--- src/rtl/mem_wb_stage_pkg.sv ---
// Shared definitions for the memory/writeback boundary of the MIPS core.
// Holds the datapath widths, the memory-op encodings carried on MemCtrl,
// the all-zero word, and the layout of the writeback pipeline register.
// Every other file in this slice imports this package; nothing here is
// duplicated elsewhere.
package mem_wb_stage_pkg;

  localparam int DATALENGTH = 32;
  localparam int ADDRLENGTH = 32;

  // Memory-op encodings. MEM_NONE marks instructions that do not touch memory.
  localparam logic [3:0] MEM_NONE = 4'd0;
  localparam logic [3:0] MEM_LB   = 4'd1;
  localparam logic [3:0] MEM_LBU  = 4'd2;
  localparam logic [3:0] MEM_LH   = 4'd3;
  localparam logic [3:0] MEM_LHU  = 4'd4;
  localparam logic [3:0] MEM_LW   = 4'd5;
  localparam logic [3:0] MEM_SB   = 4'd6;
  localparam logic [3:0] MEM_SH   = 4'd7;
  localparam logic [3:0] MEM_SW   = 4'd8;

  localparam logic [DATALENGTH-1:0] ZeroWord = '0;

  // Writeback pipeline register contents.
  typedef struct packed {
    logic                  valid;
    logic                  reg_write;
    logic                  mem_to_reg;
    logic [3:0]            mem_ctrl;
    logic [DATALENGTH-1:0] alu;
    logic [4:0]            write_reg;
    logic [ADDRLENGTH-1:0] pc;
  } wb_reg_t;

endpackage

--- src/rtl/mem_wb_stage_load_align.sv ---
// load_align: combinational lane extraction for loads.
// Picks the addressed byte / halfword / word out of a little-endian 32-bit
// SRAM word and sign- or zero-extends it.
// Ports:
//   mem_ctrl  in  4   memory-op encoding
//   addr      in  2   low address bits of the effective address
//   word      in  32  raw read word
//   extracted out 32  aligned, extended load value (ZeroWord if misaligned / not a load)
//   misalign  out 1   access is misaligned for its size
module load_align
  import mem_wb_stage_pkg::*;
(
  input  logic [3:0]            mem_ctrl,
  input  logic [1:0]            addr,
  input  logic [DATALENGTH-1:0] word,
  output logic [DATALENGTH-1:0] extracted,
  output logic                  misalign
);

  logic [7:0]  byte_sel;
  logic [15:0] half_sel;

  always_comb begin
    byte_sel = word[7:0];
    case (addr)
      2'd0: byte_sel = word[7:0];
      2'd1: byte_sel = word[15:8];
      2'd2: byte_sel = word[23:16];
      2'd3: byte_sel = word[31:24];
      default: byte_sel = word[7:0];
    endcase
    // addr[0] is checked separately for halfwords, so only addr[1] picks the lane.
    half_sel = addr[1] ? word[31:16] : word[15:0];
  end

  always_comb begin
    extracted = ZeroWord;
    misalign  = 1'b0;
    case (mem_ctrl)
      MEM_LB:  extracted = {{24{byte_sel[7]}}, byte_sel};
      MEM_LBU: extracted = {24'd0, byte_sel};
      MEM_LH: begin
        if (addr[0]) misalign = 1'b1;
        else         extracted = {{16{half_sel[15]}}, half_sel};
      end
      MEM_LHU: begin
        if (addr[0]) misalign = 1'b1;
        else         extracted = {16'd0, half_sel};
      end
      MEM_LW: begin
        if (addr != 2'd0) misalign = 1'b1;
        else              extracted = word;
      end
      default: extracted = ZeroWord;
    endcase
  end

endmodule

--- src/rtl/mem_wb_stage.sv ---
// mem_wb_stage: pipeline stage between memory access and register-file write.
// Registers memory-stage control/address state, captures the synchronous SRAM
// read word (valid one cycle after the address), aligns and extends load data,
// and drives the writeback result. A hold buffer keeps the SRAM word stable
// while writeback is stalled so a stalled load never sees a younger access.
// Ports:
//   clock, reset         clock and synchronous active-high reset
//   stallW, flushW       hold / bubble the writeback register (flush wins)
//   validM .. pcM        memory-stage instruction state
//   data_sram_rdata      SRAM read word for the instruction now in writeback
//   validW, RegWriteW    writeback valid and gated register-file write enable
//   WriteRegW, ResultW   destination register and write data
//   pcW                  writeback PC for debug trace
//   misalignW            writeback load is misaligned; its write is suppressed
module mem_wb_stage
  import mem_wb_stage_pkg::*;
(
  input  logic                  clock,
  input  logic                  reset,
  input  logic                  stallW,
  input  logic                  flushW,
  input  logic                  validM,
  input  logic                  RegWriteM,
  input  logic                  MemToRegM,
  input  logic [3:0]            MemCtrlM,
  input  logic [DATALENGTH-1:0] aluM,
  input  logic [4:0]            WriteRegM,
  input  logic [ADDRLENGTH-1:0] pcM,
  input  logic [DATALENGTH-1:0] data_sram_rdata,
  output logic                  validW,
  output logic                  RegWriteW,
  output logic [4:0]            WriteRegW,
  output logic [DATALENGTH-1:0] ResultW,
  output logic [ADDRLENGTH-1:0] pcW,
  output logic                  misalignW
);

  wb_reg_t               wb_d, wb_q;
  logic                  hold_valid_d, hold_valid_q;
  logic [DATALENGTH-1:0] hold_data_d, hold_data_q;
  logic [DATALENGTH-1:0] load_word;
  logic [DATALENGTH-1:0] extracted;
  logic                  misalign;

  always_comb begin
    wb_d = wb_q;
    if (flushW) begin
      wb_d = '0;
    end else if (!stallW) begin
      wb_d.valid      = validM;
      wb_d.reg_write  = RegWriteM;
      wb_d.mem_to_reg = MemToRegM;
      wb_d.mem_ctrl   = MemCtrlM;
      wb_d.alu        = aluM;
      wb_d.write_reg  = WriteRegM;
      wb_d.pc         = pcM;
    end
  end

  // The SRAM word is only guaranteed in the first cycle the load sits in
  // writeback; capture it then and keep it for the rest of the stall.
  always_comb begin
    hold_valid_d = 1'b0;
    hold_data_d  = hold_data_q;
    if (stallW && !flushW) begin
      hold_valid_d = 1'b1;
      if (!hold_valid_q) hold_data_d = data_sram_rdata;
    end
  end

  always_ff @(posedge clock) begin
    if (reset) begin
      wb_q         <= '0;
      hold_valid_q <= 1'b0;
      hold_data_q  <= ZeroWord;
    end else begin
      wb_q         <= wb_d;
      hold_valid_q <= hold_valid_d;
      hold_data_q  <= hold_data_d;
    end
  end

  assign load_word = hold_valid_q ? hold_data_q : data_sram_rdata;

  load_align u_load_align (
    .mem_ctrl  (wb_q.mem_ctrl),
    .addr      (wb_q.alu[1:0]),
    .word      (load_word),
    .extracted (extracted),
    .misalign  (misalign)
  );

  assign validW    = wb_q.valid;
  assign misalignW = wb_q.valid & misalign;
  assign RegWriteW = wb_q.valid & wb_q.reg_write & ~misalignW;
  assign WriteRegW = wb_q.write_reg;
  assign pcW       = wb_q.pc;
  assign ResultW   = wb_q.mem_to_reg ? extracted : wb_q.alu;

endmodule
--- config.mk ---
export PLATFORM = sky130hd
export DESIGN_NAME = mem_wb_stage
export DESIGN_NICKNAME = d
export VERILOG_FILES = /design/src/rtl/mem_wb_stage_pkg.sv /design/src/rtl/mem_wb_stage_load_align.sv /design/src/rtl/mem_wb_stage.sv
export SDC_FILE = /design/constraint.sdc
export NUM_CORES = 1
export LEC_CHECK = 0
export ABC_AREA = 1
export CAP_MARGIN = 40
export CORE_AREA = 2 2 137 139
export CTS_CLUSTER_DIAMETER = 30
export DETAILED_ROUTE_END_ITERATION = 7
export DIE_AREA = 0 0 139 141
export PLACE_DENSITY_LB_ADDON = 0.1
export SLEW_MARGIN = 5
export SYNTH_ARGS = -nofsm -noshare
export SYNTH_HDL_FRONTEND = slang
export SYNTH_SLANG_ARGS = --single-unit
--- constraint.sdc ---
create_clock -name clock -period 2.2 [get_ports clock]
set_input_delay 0.44 -clock clock [delete_from_list [all_inputs] [get_ports clock]]
set_output_delay 0.44 -clock clock [all_outputs]
set_load 0.02 [all_outputs]
==> results_dict.tcl <==
set metrics [dict create \
    synth_nets 1025 \
    p_comb_frac 0.220 \
    grt_max_degree 67 \
    final_cell_area_mm2 0.00888 \
    avgSynthCellArea_um2 6.25 \
    setup-tns-final_ns -5.19 \
    clk_latency_ns 0.36 \
    dieArea_mm2 0.0196 \
    relSlewSlack 0.660 \
    maxCapViolations 0 \
    cp_cell_sequence "clkdlybuf4s50_1 > nand2_1 > nand2_2 > nand2_2 > nand2_4 > inv_2 > nand2_4 > nand2_8 > buf_16 > nand2_2 > nand2_2 > nand2_1 > buf_6" \
    cts_sinks 109 \
    hold_violations 0 \
    cp_slowest_cell "clkdlybuf4s50_1" \
    yosys_register_bits 109 \
    hp-class "register to register" \
    drc 0 \
    worst_pin_slew_ns 0.509 \
    critPathMaxFanout 8 \
    syn_inst 913 \
    register_area_mm2 0.00220 \
    met1_usage 0.254 \
    pin_count 184 \
    cts_buffers 9 \
    required_ns 1.76 \
    ant_nets 0 \
    clock_path_buffers 2 \
    fp.dieH_um 141 \
    clk_pin_slew_ns 0.08 \
    synth.area.top_cells "dfxtp_1 (38%), nand2_1 (27%), a21oi_1 (7.9%), buf_4 (5.5%), nor2_1 (4.9%)" \
    placed_area_mm2 0.00800 \
    syn2layout_area_growth_pct 55.6 \
    fin_crit_sh 1.10 \
    setup_viol 32 \
    ys_types 26 \
    grt_pass1_wl_um 30400 \
    cp.arrival_ns 1.97 \
    grt_setup_unrepaired "true" \
    n_fill_cell 1925 \
    drt-vias-per-instance 4.62 \
    slew_violations 0 \
    grt-busiest-layer "met2" \
    drive_gt1_frac 0.228 \
    core-area_mm2 0.0183 \
    cts_htree_levels 3 \
    grtUsageMet2 0.314 \
    irDropWorstVdd_uv 378 \
    met3_usage 0.0523 \
    die_w_um 139 \
    first_pass_iters 4 \
    rrSetupSlack_ns 0.97 \
    fin_nets 1219 \
    cts_root_buf "clkbuf_16" \
    io_buffers 183 \
    startpoint_type "input pin" \
    synth_top_area_frac 0.382 \
    drt_iter0_markers 331 \
    max_freq_mhz 414 \
    switching_share 0.289 \
    violations "negative setup slack" \
    status "complete, but fails checks" \
    layout_setup_ws_ns -0.214 \
    vias 6224 \
    power_frac_clock 0.337 \
    internal_power_w 0.00337 \
    grt_pass1_vias 5867 \
    crit_top_cell "nand2_2" \
    hpwl_um 13900 \
    whs_ns 0.465 \
    endpoint_kind "output port" \
    ys_seq_area_frac 0.382 \
    yosysWarnings 0 \
    tritoncts "yes" \
    overflow 0 \
    crit_path_max_incr_delay_ns 0.52 \
    worstSetupPathType "input pin to output port" \
    grt.total_usage 0.193 \
    syn_area_mm2 0.00571 \
    std_cell_rows 50 \
    period_minus_slack_ns 2.41 \
    wire_per_inst_um 14.3 \
    routabilityCongestion 0.840 \
    switchingPower_w 0.00137 \
    power_frac_seq 0.443 \
    start_util 0.313 \
    antenna_cells 0 \
    p_leak_nw 3.91 \
    synth_area_leader_cell "dfxtp_1" \
    clock_skew_ns 0.00190 \
    routed_wl_um 19300 \
    multi_input_area_mm2 0.00324 \
    antenna_found_initial 0 \
    cellPowerDensity_mw_per_mm2 534 \
]
## synth_stat cells
library cell / n
inv_2: 6
nand2_2: 3
or2_1: 1
nand2_1: 414
nand3_4: 1
nor2_2: 2
buf_4: 42
a21oi_1: 90
nor2_4: 2
inv_1: 32
nand3_1: 10
o21ai_0: 38
nor3_1: 6
buf_6: 4
buf_2: 7
nor2_1: 75
nand4_1: 1
dfxtp_1: 109
buf_1: 8
o211ai_1: 1
a21oi_4: 1
a211oi_1: 7
a31oi_1: 13
clkbuf_1: 31
or2_2: 1
o21ai_1: 8
## repair_timing
action                     CTS  global route
gates resized for setup    265            68
cloned                       2             2
pin swaps                   22            26
setup buffers                8             2
hold buffers                 0             0
setup endpoints to repair   34            34
## metal layers
layer  share of wire  up-vias
li1                -     3221
met1            0.46     2821
met2            0.47      164
met3           0.061       18
met4           0.016        0
met5               0        -
## per-stage QoR
step | utilization | setup WS [ns] | cells | total power, W
floorplan | - | 0.223 | 913 | 0.00259
global placement | 0.438 | -0.738 | 1317 | 0.00310
detailed placement | 0.438 | -0.724 | 1317 | 0.00310
CTS | 0.471 | -0.204 | 1343 | 0.00478
global route | 0.486 | -0.293 | 1346 | 0.00499
finish | 0.486 | -0.214 | 1346 | 0.00475
## sequential cells by signal (all words and copies together) (netlist names)
register and count:
WriteRegW 5, hold_data_q 32, pcW 32, wb_q 38
hold_valid_q 1, validW 1
## power groups by stage
stage | Clock, W | Sequential [W] | Combinational [W]
final | 0.00160 | 0.00210 | 0.00104
after global routing | 0.00174 | 0.00212 | 0.00114
after CTS | 0.00167 | 0.00210 | 0.00101
after detailed placement | 0 | 0.00215 | 0.000951
after global placement | 0 | 0.00214 | 0.000953
after floorplan | 0 | 0.00214 | 0.000459
## path summary, 6_finish.rpt
check | startpoint | end | cells after the start
max | data_sram_rdata[23] | ResultW[18] | 13
min reg2reg | pcW[18]$_SDFFE_PP0N_ | pcW[18]$_SDFFE_PP0N_ | 2
max reg2reg | hold_valid_q$_SDFF_PP0_ | hold_data_q[20]$_SDFFE_PP0P_ | 5
min | pcW[18]$_SDFFE_PP0N_ | pcW[18]$_SDFFE_PP0N_ | 2
## layout by cell type, fill, tap and decap left out, types with 4 or more instances in the layout
master / count
nand2_1: 359
buf_12: 9
dfxtp_1: 102
a211oi_1: 7
a31oi_1: 13
buf_6: 29
nand2_2: 43
nand3_2: 4
buf_4: 78
clkdlybuf4s50_1: 146
a21oi_1: 89
o21ai_2: 5
inv_2: 7
nor3_2: 6
nor2_4: 11
nor2_1: 63
dfxtp_2: 4
inv_1: 29
buf_2: 6
nand3_1: 5
o21ai_0: 36
o21ai_1: 4
nor2_2: 5
clkbuf_16: 11
nand2_4: 14
## kinds of logic (layout without fill, tap and decap cells)
kind of cell,after synthesis,after routing,share of synthesized area
simple gates,516,516,0.351
compound gates,158,158,0.147
buf+inv,130,329,0.120
flops,109,109,0.382
## critical path, delay by kind of cell
| family | cells | cell delay (ns) |
|---|---|---|
| buffers and inverters | 4 | 0.85 |
| and+or+nand+nor | 9 | 0.66 |
## cell type report
type                    count  area share
multi-input cells         674       0.365
repair buffers            275       0.306
flip-flops and latches    109       0.247
well taps                 234      0.0330
clock buffers              10      0.0258
inverters                  38      0.0169
clock inverters             6     0.00606
No activity file was read; power rests on OpenSTA's default activity.
